### src/rtl/etap_pkg.sv
// Shared ETAP definitions: default DR width, DR select indices and the
// update handshake state type used by every ETAP data register.
package etap_pkg;

    // Default width of an ETAP data register.
    localparam int ETAP_DR_W = 32;

    // DR select indices (EJTAG instruction codes that route the DR mux).
    localparam logic [4:0] SEL_IDCODE      = 5'h01;
    localparam logic [4:0] SEL_IMPCODE     = 5'h03;
    localparam logic [4:0] SEL_ADDRESS     = 5'h08;
    localparam logic [4:0] SEL_DATA        = 5'h09;
    localparam logic [4:0] SEL_CONTROL     = 5'h0A;
    localparam logic [4:0] SEL_ALL         = 5'h0B;
    localparam logic [4:0] SEL_EJTAGBOOT   = 5'h0C;
    localparam logic [4:0] SEL_NORMALBOOT  = 5'h0D;
    localparam logic [4:0] SEL_FASTDATA    = 5'h0E;
    localparam logic [4:0] SEL_BYPASS      = 5'h1F;

    // Update handshake: nothing pending / a word waits for the system side.
    typedef enum logic {
        HS_IDLE = 1'b0,
        HS_PEND = 1'b1
    } etap_hs_t;

    // Shift counter width: it must hold 0..W+1 (W+1 marks "too many shifts").
    function automatic int etap_cnt_w(input int w);
        return $clog2(w + 2);
    endfunction

endpackage

### src/rtl/etap_upd_hs.sv
// Valid/ready handshake for an ETAP update word, with sticky overflow.
// Kept separate so any ETAP register can reuse the same consumption logic.
module etap_upd_hs
    import etap_pkg::*;
(
    input  logic tck,
    input  logic trst_n,
    input  logic upd_accept,
    input  logic upd_ready,
    input  logic ovf_clr,
    output logic upd_valid,
    output logic upd_ovf
);

    etap_hs_t state_reg;
    etap_hs_t state_next;
    logic     ovf_reg;
    logic     ovf_next;

    // State and sticky overflow flag registers.
    always_ff @(posedge tck or negedge trst_n) begin
        if (!trst_n) begin
            state_reg <= HS_IDLE;
            ovf_reg   <= 1'b0;
        end else begin
            state_reg <= state_next;
            ovf_reg   <= ovf_next;
        end
    end

    // Next state: a new word always ends up pending; an ack without a new
    // word drains. An overwrite without an ack on the same edge is an
    // overflow, and a fresh overflow beats a simultaneous clear.
    always_comb begin
        state_next = state_reg;
        ovf_next   = ovf_reg;
        case (state_reg)
            HS_IDLE: begin
                if (upd_accept) begin
                    state_next = HS_PEND;
                end
            end
            HS_PEND: begin
                if (!upd_accept && upd_ready) begin
                    state_next = HS_IDLE;
                end
            end
        endcase
        if (ovf_clr) begin
            ovf_next = 1'b0;
        end
        if ((state_reg == HS_PEND) && upd_accept && !upd_ready) begin
            ovf_next = 1'b1;
        end
    end

    assign upd_valid = (state_reg == HS_PEND);
    assign upd_ovf   = ovf_reg;

endmodule

### src/rtl/etap_dr_cell.sv
// Generic ETAP data register cell: capture, LSB-first shift and update,
// with the updated word handed to the system side via valid/ready.
module etap_dr_cell
    import etap_pkg::*;
#(
    parameter int           W         = ETAP_DR_W,
    parameter logic [W-1:0] RESET_VAL = '0,
    parameter int           STRICT    = 1
) (
    input  logic         tck,
    input  logic         trst_n,
    input  logic         s_data_in,
    input  logic         shift_dr,
    input  logic         clk_dr,
    input  logic         update_dr,
    output logic         s_data_out,
    input  logic [W-1:0] cap_data,
    output logic [W-1:0] upd_data,
    output logic         upd_valid,
    input  logic         upd_ready,
    output logic         upd_ovf,
    input  logic         ovf_clr,
    output logic         len_err
);

    localparam int            CW       = etap_cnt_w(W);
    localparam logic [CW-1:0] CNT_FULL = CW'(W);
    localparam logic [CW-1:0] CNT_SAT  = CW'(W + 1);

    logic [W-1:0]  shift_reg;
    logic [W-1:0]  shifted;
    logic [CW-1:0] shift_cnt_reg;
    logic [W-1:0]  upd_data_reg;
    logic          len_err_reg;
    logic          len_ok;
    logic          upd_accept;
    logic          upd_reject;

    // Right-shift network: TDI enters at the MSB, each bit moves one toward
    // the LSB. Written per bit so a 1-bit register needs no special case.
    genvar gi;
    generate
        for (gi = 0; gi < W; gi++) begin : g_shift
            if (gi == W - 1) begin : g_msb
                assign shifted[gi] = s_data_in;
            end else begin : g_mid
                assign shifted[gi] = shift_reg[gi + 1];
            end
        end
    endgenerate

    // An update is judged on the pre-edge count; in lenient mode any count goes.
    assign len_ok     = (STRICT == 0) || (shift_cnt_reg == CNT_FULL);
    assign upd_accept = update_dr & len_ok;
    assign upd_reject = update_dr & ~len_ok;

    // Capture/shift datapath with a saturating shift counter.
    always_ff @(posedge tck or negedge trst_n) begin
        if (!trst_n) begin
            shift_reg     <= RESET_VAL;
            shift_cnt_reg <= '0;
        end else if (clk_dr) begin
            if (shift_dr) begin
                shift_reg <= shifted;
                if (shift_cnt_reg != CNT_SAT) begin
                    shift_cnt_reg <= shift_cnt_reg + CW'(1);
                end
            end else begin
                shift_reg     <= cap_data;
                shift_cnt_reg <= '0;
            end
        end
    end

    // Length error: set by a rejected update, cleared by the next capture.
    // A rejection on the same edge as a capture still reports the error.
    always_ff @(posedge tck or negedge trst_n) begin
        if (!trst_n) begin
            len_err_reg <= 1'b0;
        end else if (upd_reject) begin
            len_err_reg <= 1'b1;
        end else if (clk_dr && !shift_dr) begin
            len_err_reg <= 1'b0;
        end
    end

    // Update word latch: takes the pre-edge shift register on acceptance.
    always_ff @(posedge tck or negedge trst_n) begin
        if (!trst_n) begin
            upd_data_reg <= RESET_VAL;
        end else if (upd_accept) begin
            upd_data_reg <= shift_reg;
        end
    end

    etap_upd_hs u_hs (
        .tck        (tck),
        .trst_n     (trst_n),
        .upd_accept (upd_accept),
        .upd_ready  (upd_ready),
        .ovf_clr    (ovf_clr),
        .upd_valid  (upd_valid),
        .upd_ovf    (upd_ovf)
    );

    assign s_data_out = shift_reg[0];
    assign upd_data   = upd_data_reg;
    assign len_err    = len_err_reg;

endmodule

### config.mk
export PLATFORM = sky130hd
export DESIGN_NAME = etap_dr_cell
export DESIGN_NICKNAME = d
export VERILOG_FILES = /design/src/rtl/etap_pkg.sv /design/src/rtl/etap_upd_hs.sv /design/src/rtl/etap_dr_cell.sv
export SDC_FILE = /design/constraint.sdc
export NUM_CORES = 1
export LEC_CHECK = 0
export ABC_AREA = 1
export ABC_CLOCK_PERIOD_IN_PS = 1600
export CORE_AREA = 2 2 84 86
export CTS_CLUSTER_DIAMETER = 60
export DETAILED_ROUTE_END_ITERATION = 10
export DIE_AREA = 0 0 86 88
export HOLD_SLACK_MARGIN = 0.06
export PLACE_DENSITY = 0.89
export RECOVER_POWER = 100
export SLEW_MARGIN = 15
export SYNTH_ARGS = -nofsm -noshare
export SYNTH_HDL_FRONTEND = slang
export SYNTH_SLANG_ARGS = --single-unit
### constraint.sdc
create_clock -name tck -period 1.6 [get_ports tck]
set_input_delay 0.16 -clock tck [delete_from_list [all_inputs] [get_ports tck]]
set_output_delay 0.16 -clock tck [all_outputs]
set_load 0.03 [all_outputs]
==> results.json, run 1 <==
{
  "wire_per_inst_microns": 14.4,
  "clkSlewWorstSetupHoldPaths_ns": 0.08,
  "syn_inst": 346,
  "dp_hpwl_mm": 4.74,
  "port_buffers": 75,
  "crit_slowest_cell": "clkdlybuf4s50_1",
  "crit_required_ns": 1.44,
  "cts_max_level": 3,
  "p_comb_share_pct": 11.1,
  "crit_family": "buffers and inverters",
  "arrival_ns": 1.40,
  "clk-insertion-delay-late_ns": 0.34,
  "routed_wl_mm": 7.26,
  "ir_drop_v": 0.000438,
  "design_area_sq_um": 4200,
  "pre_cts_ws_ns": 0.0992,
  "drc": 0,
  "synth_adder_area_share_pct": 1.17,
  "cp.buffers_inverters": 1,
  "hold_viol_final": 0,
  "fillers": 534,
  "initialDrtViolationCount": 164,
  "setup_viol": 0,
  "synth_warnings": 0,
  "cts_buffers": 9,
  "fin_hold_ws_ns": 0.371,
  "first_pass_iters": 4,
  "grt.overflow.total": 0,
  "power_frac_seq_pct": 48.2,
  "clock_path_buffers": 2,
  "post-route-min-period_ns": 1.56,
  "die_x_microns": 86,
  "root_buffer": "clkbuf_8",
  "ys_seq_area_share_pct": 57.1,
  "synth_area_per_cell_sq_um": 9.24,
  "final_cells": 503,
  "grt_usage_pct": 19.5,
  "fin_ws_ns": 0.0447,
  "placedCellCount": 485,
  "synth_area_sq_um": 3200,
  "clock_skew_ns": 0.00812,
  "cp_max_fo": 2,
  "max_freq_mhz": 643,
  "multi_input_area_sq_um": 1040,
  "slew_viol_final": 0,
  "critPathKind": "register to output port",
  "synth-seq-cells": 73,
  "num_vias": 2626,
  "intPower_mw": 3.20,
  "synthMuxAreaShare_pct": 0,
  "rsz0062_at_grt": "no",
  "gp_congestion": 0.811,
  "dieHeight_microns": 88,
  "vias_per_cell": 5.22,
  "utilization_pct": 63.3,
  "critical_path.cell_chain": "clkdlybuf4s50_1",
  "start_util_pct": 48.1,
  "synthTopCellsByArea": "dfrtp_1, o22ai_1, o21ai_0",
  "slew_headroom_pct": 48.9,
  "switching_share_pct": 23.8,
  "io_pins": 76,
  "power_frac_clock_pct": 40.7,
  "core_area_sq_um": 6640,
  "grt_pass1_vias": 2547,
  "hold_class": "primary input to register",
  "synth_top_family_by_area": "compound AO/OA/AOI/OAI gates",
  "drv_cap": 0,
  "p_leak_nw": 1.92,
  "ys_types": 20,
  "netSwitchingPower_mw": 0.998,
  "grt_max_degree": 67,
  "period_share_pct": 97.2,
  "max_stage_delay_ns": 0.68,
  "antenna_left": 0,
  "fin_nets": 461,
  "yosys.area_share.simple_pct": 12.1,
  "dpl_cell_area_sq_um": 3990,
  "cts_num_sinks": 73,
  "antenna_found_initial": 0,
  "seqCellArea_sq_um": 1830,
  "antennaDiodeCount": 0,
  "tightest_slew_ns": 0.767,
  "synth-compound-area-share_pct": 19.4,
  "status": "finished clean",
  "syn-num-nets": 389,
  "power.total_mw": 4.19,
  "yosys.area.top_type": "dfrtp_1",
  "synthToLayoutAreaGrowth_pct": 31.5,
  "setup.worst_path.start_class": "register",
  "cts_tree": "done",
  "drive_above_1_share_pct": 8.51,
  "cp-end-kind": "output port",
  "die_area_sq_um": 7570,
  "synth_xor_area_share_pct": 0.548,
  "finalSetupTns_ns": 0,
  "yosysTopAreaCellShare_pct": 57.1,
  "grt_pass1_wl_mm": 11.5,
  "rows": 30,
  "p_per_area_nw_per_um2": 998
}
==> placed cells by master, fill, tap and decap left out, drive strengths merged <==
cell type	count
o21bai	1
dlygate4sd3	2
nand2	52
o21ai	69
o22ai	33
nand4	2
clkinv	3
inv	42
nand3	6
o2bb2ai	1
clkdlybuf4s50	70
xor2	2
buf	8
ha	3
bufinv	3
dfrtp	73
clkbuf	16
nor2	37
==> synthesized netlist by cell type <==
cell       number
o22ai_1        33
buf_2           9
clkinv_1        1
o21ai_0        39
clkbuf_1        9
nand3_1         6
ha_1            3
nor2_4          1
nand2_1        52
o2bb2ai_1       1
o21ai_1        16
nor2_2          1
o21ai_2        14
dfrtp_1        73
o21bai_1        1
nand4_1         2
inv_1          42
xor2_1          2
nor2_1         35
buf_6           6
==> area by class of cell <==
class                   instances  share of cell area [%]
clock buffers                  11                    3.13
inverters                      43                    3.84
repair buffers                 85                    19.9
well taps                      80                    2.38
multi-input cells             206                    24.8
flip-flops and latches         73                    43.5
clock inverters                 5                    2.47
==> final timing paths <==
check | from | end | slack, ns | cells after the start
worst max register to register | shift_cnt_reg[0]$_DFFE_PN0P_ | upd_data[20]$_DFFE_PN0P_ | 0.06 | 8
worst min register to register | upd_data[18]$_DFFE_PN0P_ | upd_data[18]$_DFFE_PN0P_ | 0.48 | 2
max in group asynchronous | trst_n | upd_data[30]$_DFFE_PN0P_ | 0.34 | 3
worst min-delay path | clk_dr | shift_reg[24]$_DFFE_PN0P_ | 0.37 | 3
worst max-delay path | upd_data[2]$_DFFE_PN0P_ | upd_data[2] | 0.04 | 1
min in group asynchronous | trst_n | upd_data[7]$_DFFE_PN0P_ | 0.41 | 2
==> power by group through the flow <==
stage / Combinational [mW] / Sequential [mW] / Clock [mW]
2_1_floorplan: 0.259 / 2.05 / 0
3_3_place_gp: 0.456 / 2.05 / 0
3_5_place_dp: 0.477 / 2.05 / 0
4_1_cts: 0.483 / 2.02 / 1.73
5_1_grt: 0.524 / 2.03 / 1.83
6_report: 0.464 / 2.02 / 1.71
==> kinds of logic (layout without fill, tap and decap cells) <==
group / after synthesis / count (layout)
compound gates: 104 / 104
simple gates: 97 / 97
flops: 73 / 73
buf+inv: 67 / 144
fa+ha+maj: 3 / 3
xor+xnor: 2 / 2
==> repair_timing <==
item | in CTS | in global routing
setup buffers | 0 | 0
endpoints found under the setup margin | 0 | 3
hold buffers | 1 | 0
hold endpoints to repair | 30 | 0
resized for setup | 0 | 2
==> layer usage <==
layer | track usage (%) | vias up | share of wire, % | wire, microns
met5 | 0 | - | 0 | 0
li1 | - | 1282 | - | -
met3 | 4.52 | 12 | 5.8 | 421
met1 | 24.6 | 1244 | 43 | 3150
met4 | 8.80 | 0 | 1.5 | 110
met2 | 32.1 | 88 | 49 | 3580
Note: power is estimated with default switching activity, not from simulation.
==> run 2, diff against run 1 <==
--- a/config.mk
+++ b/config.mk
@@ -7,12 +7,12 @@
 export LEC_CHECK = 0
 export ABC_AREA = 1
 export ABC_CLOCK_PERIOD_IN_PS = 1600
-export CORE_AREA = 2 2 84 86
+export CORE_AREA = 2 2 99 101
 export CTS_CLUSTER_DIAMETER = 60
 export DETAILED_ROUTE_END_ITERATION = 10
-export DIE_AREA = 0 0 86 88
+export DIE_AREA = 0 0 101 103
 export HOLD_SLACK_MARGIN = 0.06
-export PLACE_DENSITY = 0.89
+export PLACE_DENSITY = 0.7
 export RECOVER_POWER = 100
 export SLEW_MARGIN = 15
 export SYNTH_ARGS = -nofsm -noshare
==> run 2 against run 1 <==
Power is 1.3% higher. Final area is 2.3% higher. Via count is 1.3% lower. Sequential power hardly changed. Core utilization is 18 points lower. Non-clock buffer count is 3 higher. First-iteration DRC count is 26% lower. Clock power is 3% higher. Final cell count is 7.4% higher. Clock skew is 0.0039 ns higher.
==> results.json, run 2 (synthesis gave the netlist of run 1 again) <==
{
  "rows": 36,
  "grt_max_degree": 67,
  "vias_per_cell": 4.80,
  "p_leak_nw": 1.94,
  "routed_wl_mm": 7.65,
  "cts_buffers": 9,
  "dieHeight_microns": 103,
  "post-route-min-period_ns": 1.56,
  "wire_per_inst_microns": 14.2,
  "cp-end-kind": "output port",
  "die_area_sq_um": 10400,
  "final_cell_mix": "dfrtp_1, clkdlybuf4s50_1, nand2_1, inv_1, o21ai_0",
  "clock_skew_ns": 0.0120,
  "gp_congestion": 0.730,
  "grt_usage_pct": 14.8,
  "synthToLayoutAreaGrowth_pct": 34.5,
  "clock_path_buffers": 2,
  "crit_required_ns": 1.44,
  "post_cts_buffers": 0,
  "num_vias": 2592,
  "tightest_slew_ns": 0.912,
  "die_x_microns": 101,
  "cp_max_fo": 2,
  "grt.overflow.total": 0,
  "port_buffers": 75,
  "drive_above_1_share_pct": 10.8,
  "first_pass_iters": 4,
  "antennaDiodeCount": 0,
  "clkSlewWorstSetupHoldPaths_ns": 0.08,
  "initialDrtViolationCount": 121,
  "io_pins": 76,
  "antenna_left": 0,
  "slew_headroom_pct": 39.2,
  "fillers": 935,
  "slew_viol_final": 0,
  "p_per_area_nw_per_um2": 988,
  "critical_path.cell_chain": "clkdlybuf4s50_1",
  "finalSetupTns_ns": 0,
  "critPathKind": "register to output port",
  "crit_family": "buffers and inverters",
  "max_freq_mhz": 643,
  "cts_max_level": 3,
  "grt_pass1_wl_mm": 12.0,
  "fin_nets": 464,
  "cts_tree": "done",
  "clk-insertion-delay-late_ns": 0.34,
  "status": "finished clean",
  "drc": 0,
  "cp.buffers_inverters": 1,
  "arrival_ns": 1.40,
  "crit_slowest_cell": "clkdlybuf4s50_1",
  "cts_num_sinks": 73,
  "hold_class": "primary input to register",
  "drv_cap": 0,
  "hold_viol_final": 0,
  "max_stage_delay_ns": 0.68,
  "root_buffer": "clkbuf_8",
  "setup.worst_path.start_class": "register",
  "core_area_sq_um": 9460,
  "period_share_pct": 97.2,
  "setup_viol": 0,
  "ir_drop_v": 0.000491,
  "grt_pass1_vias": 2574,
  "start_util_pct": 33.8,
  "final_common_cell": "dfrtp_1",
  "fin_hold_ws_ns": 0.364,
  "dp_hpwl_mm": 5.06,
  "antenna_found_initial": 0
}
[run 2: cell types whose count changed in the layout (fill, tap and decap cells not counted), sizes merged]
cell | previous run | this run
buf | 8 | 11
clkbuf | 16 | 19
clkdlybuf4s50 | 70 | 67
clkinv | 3 | 2
clkinvlp | 0 | 1
[run 2: metal layers]
layer  vias up  global-route usage, %  wire, microns
met3        10                   3.80            367
li1       1280                      -              -
met1      1238                   19.9           3620
met5         -                      0              0
met2        64                   23.6           3590
met4         0                   4.47             80
[run 2: final timing paths]
path                                               from                           end  slack, ns  cells after the start
setup / recovery               upd_data[20]$_DFFE_PN0P_                  upd_data[20]       0.04                      1
hold / removal                                   clk_dr  shift_cnt_reg[3]$_DFFE_PN0P_       0.36                      4
setup reg to reg           shift_cnt_reg[0]$_DFFE_PN0P_       upd_data[3]$_DFFE_PN0P_       0.07                      8
hold reg to reg                upd_data[16]$_DFFE_PN0P_      upd_data[16]$_DFFE_PN0P_       0.49                      2
max in group asynchronous                        trst_n      upd_data[24]$_DFFE_PN0P_       0.21                      3
min in group asynchronous                        trst_n       upd_data[9]$_DFFE_PN0P_       0.46                      2
[run 2: what timing repair did]
item / 4_1_cts / 5_1_grt
endpoints found under the hold margin: 73 / 0
hold buffers: 1 / 0
gates resized for setup: 0 / 8
endpoints found under the setup margin: 0 / 37
[run 2: where the power goes]
group | internal [mW] | leakage, nW | switching, mW | total (mW)
logic | 0.206 | 0.873 | 0.267 | 0.473
clock network | 1.08 | 0.120 | 0.682 | 1.76
registers | 1.95 | 0.951 | 0.0651 | 2.02
total | 3.24 | 1.94 | 1.01 | 4.25
[run 2: worst min-delay path: cells and delay by family]
kind          cells  cell delay, ns
buf+inv           1            0.12
simple gates      3            0.39
[run 2: metrics by stage]
stage	utilization, %	cell area (sq um)	power [mW]	setup WS [ns]	std cells
6_report	45.4	4300	4.25	0.0448	540
2_1_floorplan	-	3200	2.30	0.241	346
5_1_grt	45.4	4300	4.45	-0.0391	540
4_1_cts	45.5	4310	4.29	0.0147	538
3_5_place_dp	42.8	4050	2.54	0.0670	521
3_3_place_gp	42.8	4050	2.52	0.130	521
[run 2: area by class of cell]
type / instances / area (sq um) / share of cell area [%]
sequential: 73 / 1830 / 42.5
multi-input combinational: 206 / 1070 / 25.0
timing repair buffer: 88 / 848 / 19.7
inverter: 43 / 161 / 3.75
tap: 114 / 143 / 3.32
clock buffer: 11 / 141 / 3.29
clock inverter: 5 / 103 / 2.39
